--- config.mk ---
export PLATFORM = sky130hd
export DESIGN_NAME = score_display_driver
export DESIGN_NICKNAME = d
export VERILOG_FILES = /design/src/rtl/score_display_driver.sv
export SDC_FILE = /design/constraint.sdc
export NUM_CORES = 1
export LEC_CHECK = 0
export ABC_AREA = 0
export CORE_MARGIN = 3
export CORE_UTILIZATION = 40
export DETAILED_ROUTE_END_ITERATION = 6
export GPL_ROUTABILITY_DRIVEN = 0
export PLACE_DENSITY = 0.58
export SYNTH_ARGS = -nofsm -noshare
export SYNTH_HDL_FRONTEND = slang
export SYNTH_SLANG_ARGS = --single-unit
--- constraint.sdc ---
create_clock -name clk -period 2.3 [get_ports clk]
set_input_delay 0.23 -clock clk [delete_from_list [all_inputs] [get_ports clk]]
set_output_delay 0.23 -clock clk [all_outputs]
set_load 0.03 [all_outputs]
--- src/rtl/score_display_driver.sv ---
// Multiplexes two BCD score digits onto a 4-digit common-anode display.
// Shadows digits at frame boundaries and blinks the display on each score rise.
module score_display_driver #(
  parameter int REFRESH_DIV  = 50000,
  parameter int BLANK_LZ     = 1,
  parameter int FLASH_HALF   = 64,
  parameter int FLASH_BLINKS = 3
) (
  input  logic       clk,
  input  logic       rst,
  input  logic       score,
  input  logic [3:0] digit0,
  input  logic [3:0] digit1,
  output logic [6:0] seg,
  output logic       dp,
  output logic [3:0] an,
  output logic       flashing
);

  localparam int FRAME = 4 * REFRESH_DIV;
  localparam int CW = $clog2(REFRESH_DIV);
  localparam int FW = $clog2(FRAME);
  localparam int HW = $clog2(FLASH_HALF + 1);
  localparam int BW = $clog2(FLASH_BLINKS + 1);

  typedef enum logic [1:0] {IDLE, OFF, ON} state_e;

  logic [CW-1:0] cnt_q;
  logic [1:0]    slot_q;
  logic [3:0]    sh0_q, sh1_q;
  logic          score_q;
  state_e        state_q;
  logic [FW-1:0] fclk_q;
  logic [HW-1:0] fcnt_q;
  logic [BW-1:0] blink_q;
  logic [6:0]    seg_q, seg_d;
  logic [3:0]    an_q, an_d;
  logic          flash_q;

  logic tc, frame_tick, rise, frame_end, half_end;

  function automatic logic [6:0] dec(input logic [3:0] d);
    case (d)
      4'd0:    dec = 7'h40;
      4'd1:    dec = 7'h79;
      4'd2:    dec = 7'h24;
      4'd3:    dec = 7'h30;
      4'd4:    dec = 7'h19;
      4'd5:    dec = 7'h12;
      4'd6:    dec = 7'h02;
      4'd7:    dec = 7'h78;
      4'd8:    dec = 7'h00;
      4'd9:    dec = 7'h10;
      default: dec = 7'h3F;
    endcase
  endfunction

  always_comb begin
    tc         = (cnt_q == CW'(REFRESH_DIV - 1));
    frame_tick = tc && (slot_q == 2'd3);
    rise       = score && !score_q;
    // Flash halves are timed from the flash start, not from display frames
    frame_end  = (fclk_q == FW'(FRAME - 1));
    half_end   = frame_end && (fcnt_q == HW'(FLASH_HALF - 1));
  end

  always_comb begin
    seg_d = 7'h7F;
    an_d  = 4'hF;
    case (slot_q)
      2'd0: begin
        seg_d = dec(sh0_q);
        an_d  = 4'b1110;
      end
      2'd1: begin
        if (!(BLANK_LZ != 0 && sh1_q == 4'd0)) begin
          seg_d = dec(sh1_q);
          an_d  = 4'b1101;
        end
      end
      default: ;
    endcase
    if (state_q == OFF) begin
      seg_d = 7'h7F;
      an_d  = 4'hF;
    end
  end

  always_ff @(posedge clk or posedge rst) begin
    if (rst) begin
      cnt_q   <= '0;
      slot_q  <= '0;
      sh0_q   <= '0;
      sh1_q   <= '0;
      score_q <= 1'b0;
      seg_q   <= 7'h7F;
      an_q    <= 4'hF;
    end else begin
      cnt_q   <= tc ? '0 : cnt_q + 1'b1;
      score_q <= score;
      seg_q   <= seg_d;
      an_q    <= an_d;
      if (tc) slot_q <= slot_q + 2'd1;
      if (frame_tick) begin
        sh0_q <= digit0;
        sh1_q <= digit1;
      end
    end
  end

  always_ff @(posedge clk or posedge rst) begin
    if (rst) begin
      state_q <= IDLE;
      fclk_q  <= '0;
      fcnt_q  <= '0;
      blink_q <= '0;
      flash_q <= 1'b0;
    end else if (rise) begin
      state_q <= OFF;
      fclk_q  <= '0;
      fcnt_q  <= '0;
      blink_q <= '0;
      flash_q <= 1'b1;
    end else if (state_q != IDLE) begin
      fclk_q <= frame_end ? '0 : fclk_q + 1'b1;
      if (frame_end) fcnt_q <= fcnt_q + 1'b1;
      if (half_end) begin
        fcnt_q <= '0;
        if (state_q == OFF) begin
          state_q <= ON;
        end else if (blink_q < BW'(FLASH_BLINKS - 1)) begin
          state_q <= OFF;
          blink_q <= blink_q + 1'b1;
        end else begin
          state_q <= IDLE;
          flash_q <= 1'b0;
        end
      end
    end
  end

  assign seg      = seg_q;
  assign an       = an_q;
  assign dp       = 1'b1;
  assign flashing = flash_q;

endmodule
==> out/results.md <==
| Parameter | Value | Unit |
| --- | --- | --- |
| Worst R2R Setup Slack | 400 | ps |
| Cells after DPL | 482 | - |
| Placed cell area | 0.003918 | sq mm |
| First-pass GRT wire length | 12,020 | microns |
| Die span in y | 100.4 | microns |
| Final cell count without fillers | 498 | - |
| DIE AREA | 0.01008 | sq mm |
| Number of clock sinks seen by CTS | 66 | - |
| Setup crit start | fclk_q[12] | - |
| Top post-synthesis cells by area | dfrtp_1 (40%), dfstp_2 (6.6%), ha_1 (6.3%), a21oi_1 (3.2%), nor2_1 (3.1%) | - |
| Most frequent standard cell in the layout excluding fill and tap cells | dfrtp_1 | - |
| Maximum number of pins on one net before global-route repair | 31 | - |
| Skew final | 6.640 | ps |
| Result of the run | complete, no violations | - |
| Syn Area/Cell | 9.905 | sq um |
| Worst relative slew slack | 63.55 | % |
| Area inside the core boundary | 0.008423 | sq mm |
| Yosys top cell by area | dfrtp_1 | - |
| Commonest non-fill, non-tap cells in the layout | dfrtp_1 (57), nor2_1 (29), nand2_1 (28), a21oi_1 (23) | - |
| Hold buffer count at CTS | 0 | - |
| Remaining design rule violation count | 0 | - |
| GRT overflow | 0 | - |
| VDD IR max | 0.4106 | mV |
| Routed wire length | 6963 | microns |
| 1st-pass router iterations | 4 | - |
| Clock Path Buffers | 2 | - |
| Initial Util | 42.34 | % |
| Number of DRC violations after detailed-routing iteration 0 | 94 | - |
| Final setup violation count | 0 | - |
| Number of flops mapped to enable cells by yosys | 0 | - |
| Type of the worst setup path | register to register | - |
| Cells along the critical path | nor4b_2 -> nand2_1 -> or4_1 -> mux2i_1 | - |
| Antenna violations before repair | 0 | - |
| Number of hold violations in the final report | 0 | - |
| Utilization after layout | 48.72 | % |
| Resized cells post-CTS | 0 | - |
| MaxCap Viol Count | 0 | - |
| Share of synthesized flip-flops with an asynchronous set or reset | 100.0 | % |
| Global-route usage over all layers | 14.94 | % |
| Ratio of cells with drive above 1 in the final layout | 12.21 | % |
| TritonCTS buffer count | 9 | - |
| CTS tree | yes | - |
| Final setup margin | 401.7 | ps |
| Filler cell count | 789 | - |
| Top delay family on crit path | simple AND/OR/NAND/NOR gates | - |
| Depth of the CTS H-tree | 3 | - |
| Post-Synthesis Cells | 360 | - |
| R2r startpoint | fclk_q[12] | - |
| Logic depth of the worst path, buffers included | 4 | - |
| Buf+Inv Stages, Crit Path | 0 | - |
| Worst slack after detailed placement | 329.4 | ps |
| Crit end category | register | - |
| Via count of the first global-routing pass | 2,625 | - |
| Routed via count divided by cell count | 5.418 | - |
| Delay of the slowest cell on the worst path | 580 | ps |
| Register bit count reported by yosys | 66 | - |
| Synthesized area | 0.003566 | sq mm |
| Most used flip-flop cell after synthesis | dfrtp_1 | - |
| Worst setup SP type | register | - |
| Summed negative setup slack over all endpoints | 0 | ps |
| Destination of the critical timing path | blink_q[0] | - |
| Antenna diode count | 0 | - |
| Post-route cell area | 0.004104 | sq mm |
| Pwr Density | 575.3 | mW/mm^2 |
| Detailed placement HPWL | 5013 | microns |
| Post-Route Hold Slack | 237.8 | ps |
| Number of rows in the core area | 33 | - |
| Max-slew violations | 0 | - |
| Sequential element share of the synthesized area | 46.63 | % |
| Number of synthesis warnings | 0 | - |
| Top Ports | 24 | - |
| Nets | 417 | - |
| Final critical path time including I/O delays and setup | 1898 | ps |
| Hold/Removal Path Class | input port to async pin | - |
| Design Power | 2.361 | mW |
| Critical Path Fanout Max | 5 | - |
| Overall die width | 100.4 | microns |
| Length in cells of the worst reg-to-reg path | 4 | - |
| Transition at the pin with the smallest max-transition slack | 533.0 | ps |
| Area growth from synthesis to final layout | 15.09 | % |
| Routed Antenna Nets | 0 | - |
| Achievable frequency | 0.5268 | GHz |
| Final Cycle Share | 82.54 | % |
| Insertion delay of the later-clocked pin in the worst-skew pair | 350 | ps |
| CP max-delay cell | or4_1 | - |
| Worst r2r dst | blink_q[0] | - |
| CTS Root Cell | clkbuf_8 | - |
| DR vias | 2,698 | - |
| Reported leakage power | 1.741 | nW |
| Area share of the largest cell type after synthesis | 40.00 | % |
| WP data required | 2530 | ps |
| Clk slew on worst S/H paths | 70 | ps |
| Data arrival, critical path | 2130 | ps |
| Distinct cell type count after synthesis | 51 | - |
| Setup repair after global routing missed its margin | no | - |
| Port Buf Inserts | 20 | - |
| Post CTS Setup Buffer Count | 0 | - |
| Routed wirelength normalized by instance count | 13.98 | microns |
cell usage after synthesis, drive strengths merged, types with 2 or more instances:
cell and instances:
o31ai 3, ha 18, a211oi 4, nand2b 7, o221ai 2, dfrtp 57, xor2 9, or3 10
o211ai 6, nand3 13, clkbuf 8, nor4 5, and2 2, buf 6, and3 6, or4 3
nor2 29, o22ai 3, and4 5, or2 2, o2111ai 5, nand4 8, mux2 8, nor2b 6
xnor2 12, o21ai 20, mux2i 3, nor3 4, inv 17, nor4b 2, nand2 29, o31a 2
dfstp 9, a21oi 23
layer usage:
metal  up-vias  share of wire (%)  track usage, %
li1       1342                  -               -
met1      1313                 47           19.03
met2        33                 49           24.41
met3        10                2.6           3.614
met4         0                1.7           6.010
met5         -                  0               0
final cells by class:
cell class,count,area [sq um],share of cell area (%)
Multi-Input combinational cell,265,1779,43.35
Sequential cell,66,1663,40.52
Timing Repair Buffer,29,280.3,6.829
Clock buffer,11,131.4,3.201
Tap cell,105,131.4,3.201
Inverter,17,63.81,1.555
Clock inverter,5,55.05,1.341
kinds of logic (layout without fill, tap and decap cells):
group / after synthesis / in the layout / synth area share (%)
compound gates: 76 / 76 / 13.37
xor+xnor: 21 / 21 / 5.158
fa+ha+maj: 18 / 18 / 6.316
buf+inv: 31 / 62 / 3.684
flops: 66 / 66 / 46.63
mux: 11 / 11 / 3.369
other cells: 1 / 3 / 0.1052
simple gates: 136 / 136 / 21.37
registers in the layout, summed over array words and instances (netlist names):
| name | flops |
|---|---|
| score_q | 1 |
| an | 2 |
| blink_q | 2 |
| fcnt_q | 7 |
| sh0_q | 4 |
| sh1_q | 4 |
| seg | 7 |
| fclk_q | 18 |
| state_q | 2 |
| cnt_q | 16 |
| slot_q | 2 |
| flashing | 1 |
worst register-to-register path, stage by stage, from the launching register on:
cell	delay, ps
dfrtp_1	420
nor4b_2	440
nand2_1	200
or4_1	580
mux2i_1	150
power by group:
group          switching, mW  internal (mW)  leakage [nW]
clock network          0.457          0.498        0.0893
registers             0.0427           1.19         0.840
logic                 0.0952         0.0746         0.811
total                  0.595           1.77          1.74
how the worst min path moves through the flow:
stage	slack [ps]	start	endpoint
2_1_floorplan	260	score	score_q
3_3_place_gp	470	cnt_q[0]	cnt_q[0]
3_5_place_dp	480	cnt_q[0]	cnt_q[0]
4_1_cts	250	rst	slot_q[0]
5_1_grt	300	rst	slot_q[0]
6_report	240	rst	slot_q[0]
Power figures use the tool's default switching activity.
